--- src/rtl/entry_token_issuer.sv ---
// Parking-gate entry controller: debounces the car sensor, issues a 3-bit LFSR token per car, and runs a timed session.
// Latency: filtered sensor rise to token_valid in 1 clock, request 1 clock later; no backpressure (done and tick are pulses).
module entry_token_issuer #(
  parameter int DEBOUNCE      = 4,
  parameter int TIMEOUT_TICKS = 16
) (
  input  logic       clock,
  input  logic       reset,
  input  logic       car_sensor,
  input  logic       tick,
  input  logic       done,
  output logic       request,
  output logic [2:0] system_token,
  output logic [7:0] TimeData,
  output logic       token_valid,
  output logic       timeout
);

  localparam int DW = (DEBOUNCE > 1) ? $clog2(DEBOUNCE) : 1;
  localparam int TW = $clog2(TIMEOUT_TICKS + 1);
  localparam logic [DW-1:0] DB_LAST = DW'(DEBOUNCE - 1);
  localparam logic [TW-1:0] TO_LAST = TW'(TIMEOUT_TICKS - 1);

  typedef enum logic [1:0] {
    S_IDLE,
    S_ISSUE,
    S_ACTIVE,
    S_COOLDOWN
  } state_t;

  state_t          r_state;
  state_t          w_next;
  logic            w_timeout_exit;
  logic            w_to_hit;
  logic [2:0]      r_lfsr;
  logic [7:0]      r_time;
  logic            r_filt;
  logic [DW-1:0]   r_dcnt;
  logic [TW-1:0]   r_tcnt;
  logic            r_request;
  logic            r_token_valid;
  logic            r_timeout;
  logic [2:0]      r_token;

  // This tick is the one that would bring the session counter up to TIMEOUT_TICKS.
  assign w_to_hit = tick && (r_tcnt == TO_LAST);

  always_ff @(posedge clock or negedge reset) begin
    if (!reset) begin
      r_state <= S_IDLE;
    end else begin
      r_state <= w_next;
    end
  end

  always_comb begin
    w_next         = r_state;
    w_timeout_exit = 1'b0;
    case (r_state)
      S_IDLE: begin
        if (r_filt) w_next = S_ISSUE;
      end
      S_ISSUE: begin
        w_next = S_ACTIVE;
      end
      S_ACTIVE: begin
        // done outranks a departing car, which outranks the timeout.
        if (done) begin
          w_next = S_COOLDOWN;
        end else if (!r_filt) begin
          w_next = S_COOLDOWN;
        end else if (w_to_hit) begin
          w_next         = S_COOLDOWN;
          w_timeout_exit = 1'b1;
        end
      end
      S_COOLDOWN: begin
        if (!r_filt) w_next = S_IDLE;
      end
      default: begin
        w_next = S_IDLE;
      end
    endcase
  end

  always_ff @(posedge clock or negedge reset) begin
    if (!reset) begin
      r_request     <= 1'b0;
      r_token_valid <= 1'b0;
      r_timeout     <= 1'b0;
      r_token       <= 3'b000;
    end else begin
      r_request     <= (w_next == S_ACTIVE);
      r_token_valid <= (w_next == S_ISSUE);
      r_timeout     <= w_timeout_exit;
      if ((r_state == S_IDLE) && (w_next == S_ISSUE)) begin
        r_token <= r_lfsr;
      end
    end
  end

  always_ff @(posedge clock or negedge reset) begin
    if (!reset) begin
      r_tcnt <= '0;
    end else if (r_state == S_ISSUE) begin
      r_tcnt <= '0;
    end else if ((r_state == S_ACTIVE) && tick) begin
      r_tcnt <= r_tcnt + TW'(1);
    end
  end

  // The filtered level only flips after DEBOUNCE consecutive disagreeing samples.
  always_ff @(posedge clock or negedge reset) begin
    if (!reset) begin
      r_filt <= 1'b0;
      r_dcnt <= '0;
    end else if (car_sensor != r_filt) begin
      if (r_dcnt == DB_LAST) begin
        r_filt <= car_sensor;
        r_dcnt <= '0;
      end else begin
        r_dcnt <= r_dcnt + DW'(1);
      end
    end else begin
      r_dcnt <= '0;
    end
  end

  always_ff @(posedge clock or negedge reset) begin
    if (!reset) begin
      r_lfsr <= 3'b001;
    end else begin
      r_lfsr <= {r_lfsr[1:0], r_lfsr[2] ^ r_lfsr[1]};
    end
  end

  always_ff @(posedge clock or negedge reset) begin
    if (!reset) begin
      r_time <= 8'd0;
    end else if (tick) begin
      r_time <= r_time + 8'd1;
    end
  end

  assign request      = r_request;
  assign system_token = r_token;
  assign TimeData     = r_time;
  assign token_valid  = r_token_valid;
  assign timeout      = r_timeout;

endmodule

--- config.mk ---
export PLATFORM = sky130hd
export DESIGN_NAME = entry_token_issuer
export DESIGN_NICKNAME = d
export VERILOG_FILES = /design/src/rtl/entry_token_issuer.sv
export SDC_FILE = /design/constraint.sdc
export NUM_CORES = 1
export LEC_CHECK = 0
export ABC_CLOCK_PERIOD_IN_PS = 1500
export CAP_MARGIN = 20
export CORE_ASPECT_RATIO = 1.75
export CORE_MARGIN = 2
export CORE_UTILIZATION = 46
export DETAILED_ROUTE_END_ITERATION = 6
export PLACE_DENSITY = 0.69
export SLEW_MARGIN = 5
export SYNTH_ARGS = -nofsm -noshare
export SYNTH_HDL_FRONTEND = slang
export SYNTH_SLANG_ARGS = --single-unit
--- constraint.sdc ---
create_clock -name clock -period 1.5 [get_ports clock]
set_input_delay 0.3 -clock clock [delete_from_list [all_inputs] [get_ports clock]]
set_output_delay 0.3 -clock clock [all_outputs]
set_load 0.01 [all_outputs]
==> reports/qor.yml, run 1 <==
outcome: "completed"
fin_cells: 157
drtIter0Drc: 6
worstMarginPinSlew_ns: 0.4531
synth_cells: 97
cp_num_cells: 1
synth_area_mm2: 0.001207
path_clk_slew_ns: 0.08
path_cells: "clkdlybuf4s50_1"
end_kind: "primary output"
grt_first_pass_wirelength_um: 3850
fp.dieH_um: 71.78
first_global_vias: 842
std_cell_rows: 24
cts_tree: "yes"
num_vias: 825
clock_sinks: 27
yosys.area.top_type_share_pct: 53.89
cp_slowest_cell: "clkdlybuf4s50_1"
p_leak_nw: 0.7990
slew_viol_final: 0
viasPerCell: 5.255
fmax_ghz: 0.6883
setup_ws_ns: 0.04718
die-width_um: 42.73
place_ws_ns: -0.07068
setup_violations: 0
worstSetupStartpointType: "register"
crit_buf_inv: 1
slew_headroom_pct: 69.79
final_common_cell: "dfrtp_1"
max_cap_viol_count: 0
start_util_pct: 48.44
area_growth_pct: 30.57
fin_crit_sh_pct: 96.85
r2r.worst_path.cells: 5
synth.top_cells.by_area: "dfrtp_1, ha_1, xnor2_1"
p_int_mw: 1.745
yosysWarnings: 0
io_buffers: 18
grt_max_degree: 18
timing.hold.ws_ns: 0.3538
netSwitchingPower_mw: 0.9273
tns_ns: 0
cts_root_buffer: "clkbuf_8"
antennaDiodeCount: 0
yosysTopAreaCell: "dfrtp_1"
worstPathMaxFanout: 2
rr_startpoint: "r_tcnt[0]"
post-route-min-period_ns: 1.453
io_pins: 19
htree_num_levels: 1
grt_usage_pct: 16.77
drtAntennaViolNets: 0
rsz0062_at_grt: "true"
seq_area_frac_synth_pct: 56.06
min_path_type: "in -> async"
cpLargestDelayFamily: "buffers and inverters"
clkPwrFrac_pct: 14.9
powerDensity_mw_per_mm2: 1695
drc_errors: 0
syn_nets: 106
antenna_found_initial: 0
grt_overflow_total: 0
avgSynthCellArea_um2: 12.45
power_frac_seq_pct: 43.3
layout-drive-gt1-share_pct: 22.90
die-area_mm2: 0.003067
wl_per_cell_um: 13.83
max_stage_delay_ns: 0.53
nets: 141
rrSetupSlack_ns: 0.06
hold_viol_final: 0
worstPathArrival_ns: 1.15
clkLatencyLatePin_ns: 0.26
dp_hpwl_um: 1603
wirelength_um: 2172
p_total_mw: 2.673
sw_frac_of_total_pct: 34.70
place.gp.congestion: 0.8797
clockBufferDepth: 2
layout_common_cells: "dfrtp_1, buf_4, clkdlybuf4s50_1"
combPwrFrac_pct: 41.8
required_ns: 1.20
drt_first_pass_iters: 6
numCtsBuffers: 3
ys_ff_latch: 27
ir_worst_vdd_v: 0.001066
skew_ns: 0.001258
fp.coreArea_mm2: 0.002492
dp_cells: 148
r2r-end: "r_tcnt[4]"
startpoint: "TimeData[5]"
critPathKind: "reg -> out"
ys_types: 35
hold_buffers: 0
-- power by group through the flow --
stage	clock, mW	sequential (mW)	combinational, mW
finish	0.398	1.16	1.12
detailed placement	0	1.22	1.00
global route	0.454	1.20	1.24
global placement	0	1.21	0.976
CTS	0.411	1.16	1.15
floorplan	0	1.22	0.581
-- flip-flops by register name, summed over array words and instances, names as in the netlist --
signal,flops
r_lfsr,3
r_dcnt,2
token_valid,1
TimeData,8
r_filt,1
timeout,1
request,1
system_token,3
r_state,2
r_tcnt,5
-- cells in the mapped netlist, drive strengths merged --
cell / count
a21boi: 1
a21oi: 1
a221oi: 1
a22o: 3
a32o: 1
and2: 2
and3: 2
and4: 1
buf: 3
dfrtp: 26
dfstp: 1
ha: 4
inv: 4
mux2: 4
nand2: 7
nand2b: 2
nand3: 3
nand3b: 1
nand4: 4
nor2: 3
nor2b: 2
nor3: 4
nor3b: 1
o21ai: 5
o22ai: 1
or3: 1
xnor2: 5
xor2: 4
-- logic make-up after synthesis --
logic type                 count (synthesis)  share of synthesized area (%)
AOI/OAI and AO/OA                         13                          7.876
and+or+nand+nor                           33                          18.13
muxes                                      4                          3.730
DFF                                       27                          56.06
buffers and inverters                      7                          3.522
xor gates and xnor gates                   9                          6.528
adders and majority gates                  4                          4.145
-- routing by layer --
| metal | track usage [%] | routed length (um) | up-vias |
|---|---|---|---|
| met5 | 0 | 0 | - |
| met4 | 8.333 | 25 | 0 |
| met3 | 3.023 | 79 | 2 |
| met2 | 28.28 | 1140 | 15 |
| met1 | 20.03 | 928 | 404 |
| li1 | - | - | 404 |
-- worst max path at each step --
stage               slack (ns)          end
finish                    0.05  TimeData[5]
global route             -0.03      request
CTS                      0.006      request
detailed placement       -0.07  TimeData[7]
global placement         -0.08  TimeData[7]
floorplan                 0.06      request
-- metrics by stage --
step	area [um2]	util, %
CTS	1554	62.35
floorplan	1207	-
global route	1577	63.25
finish	1577	63.25
global placement	1468	58.89
detailed placement	1468	58.89
-- area by class of cell --
cell class / instances / area [um2]
inverter: 4 / 15.01
sequential: 27 / 676.9
timing repair buffer: 33 / 310.3
multi-input combinational: 63 / 496.7
tap: 26 / 32.53
fill: 209 / 915.9
clock buffer: 4 / 45.04
-- timing repair --
action / CTS / global route
buffers inserted: 5 / 0
cloned: 0 / 0
endpoints found under the setup margin: 6 / 8
pin swaps: 0 / 2
resized for setup: 1 / 9
Power figures use the tool's default switching activity.
==> inputs of run 2 (changes only) <==
--- a/config.mk
+++ b/config.mk
@@ -11,6 +11,7 @@
 export CORE_MARGIN = 2
 export CORE_UTILIZATION = 46
 export DETAILED_ROUTE_END_ITERATION = 6
+export MAX_ROUTING_LAYER = met4
 export PLACE_DENSITY = 0.69
 export SLEW_MARGIN = 5
 export SYNTH_ARGS = -nofsm -noshare
==> reports/qor.yml, run 2 (synthesis gave the netlist of run 1 again) <==
skew_ns: 0.002923
numCtsBuffers: 3
grt_overflow_total: 0
fmax_ghz: 0.6883
path_clk_slew_ns: 0.09
cpLargestDelayFamily: "buffers and inverters"
grt_usage_pct: 17.26
drtAntennaViolNets: 0
viasPerCell: 5.229
ir_worst_vdd_v: 0.001062
grt_max_degree: 18
slew_headroom_pct: 69.91
layout-drive-gt1-share_pct: 22.90
fp.dieH_um: 71.78
fp.coreArea_mm2: 0.002492
post-route-min-period_ns: 1.453
start_util_pct: 48.44
crit_buf_inv: 1
setup_violations: 0
drc_errors: 0
powerDensity_mw_per_mm2: 1697
drtIter0Drc: 4
rsz0062_at_grt: "true"
cp_slowest_cell: "clkdlybuf4s50_1"
wirelength_um: 2165
required_ns: 1.20
max_stage_delay_ns: 0.53
tns_ns: 0
std_cell_rows: 24
io_pins: 19
largest_reg_flops: 8
end_kind: "primary output"
antennaDiodeCount: 0
place.gp.congestion: 0.8943
setup_ws_ns: 0.04704
slew_viol_final: 0
final_common_cell: "dfrtp_1"
clockBufferDepth: 2
critPathKind: "reg -> out"
place_area_mm2: 0.001468
io_buffers: 18
area_growth_pct: 30.57
antenna_found_initial: 0
clkLatencyLatePin_ns: 0.27
clock_sinks: 27
first_global_vias: 835
num_vias: 821
die-area_mm2: 0.003067
path_cells: "clkdlybuf4s50_1"
drt_first_pass_iters: 4
dp_hpwl_um: 1603
wl_per_cell_um: 13.79
htree_num_levels: 1
min_path_type: "in -> async"
max_cap_viol_count: 0
fin_crit_sh_pct: 96.86
die-width_um: 42.73
outcome: "completed"
layout_common_cells: "dfrtp_1, buf_4, clkdlybuf4s50_1"
hold_viol_final: 0
final_cell_area_mm2: 0.001577
place_ws_ns: -0.07068
worstMarginPinSlew_ns: 0.4514
grt_first_pass_wirelength_um: 3857
p_leak_nw: 0.7990
p_total_mw: 2.676
cts_tree: "yes"
nets: 141
worstSetupStartpointType: "register"
worstPathMaxFanout: 2
cts_root_buffer: "clkbuf_8"
worstPathArrival_ns: 1.15
-- run 2: cell counts in the layout (fill, tap and decap cells not counted) --
Identical to the previous run, type by type.
-- run 2: metrics by stage --
stage / util (%) / hold slack, ns / std cells
after floorplan: - / 0.004409 / 97
after global placement: 58.89 / 0.3899 / 148
after detailed placement: 58.89 / 0.3945 / 148
after CTS: 62.35 / 0.3528 / 157
after global routing: 63.25 / 0.3543 / 157
final: 63.25 / 0.3509 / 157
-- run 2: final timing paths --
| kind | from | to | slack (ns) | cells past startpoint |
|---|---|---|---|---|
| worst min-delay path | reset | r_state[0] | 0.35 | 2 |
| worst min register to register | r_lfsr[0] | r_lfsr[1] | 0.41 | 0 |
| worst max-delay path | TimeData[5] | TimeData[5] | 0.05 | 1 |
| max in group asynchronous | reset | r_lfsr[0] | 0.93 | 2 |
| min in group clock | r_lfsr[0] | r_lfsr[1] | 0.41 | 0 |
| worst max register to register | r_tcnt[0] | r_tcnt[4] | 0.06 | 5 |
-- run 2: metal layers --
layer	share of wire [%]	vias up	routed length [um]	global-route usage, %
met5	0	-	0	-
met4	1.2	0	25	8.333
met3	3.7	2	81	3.023
met2	53	17	1137	28.11
met1	42	398	920	20.20
li1	-	404	-	-
-- run 2: final cells by class --
class | count | area [um2]
Inverter | 4 | 15.01
Multi-Input combinational cell | 63 | 496.7
Sequential cell | 27 | 676.9
Timing Repair Buffer | 33 | 310.3
Fill cell | 209 | 915.9
Clock buffer | 4 | 45.04
Tap cell | 26 | 32.53
-- run 2: report_power, final --
group	internal, mW	switching [mW]	leakage [nW]	total [mW]
Sequential	0.943	0.216	0.347	1.16
Combinational	0.613	0.504	0.429	1.12
Clock	0.190	0.211	0.0228	0.400
Total	1.75	0.931	0.799	2.68
-- run 2: timing repair --
| item | 4_1_cts | 5_1_grt |
|---|---|---|
| hold buffers | 0 | 0 |
| resized for setup | 1 | 9 |
| buffers inserted | 5 | 0 |
| setup endpoints to repair | 6 | 8 |
| pin swaps | 0 | 2 |
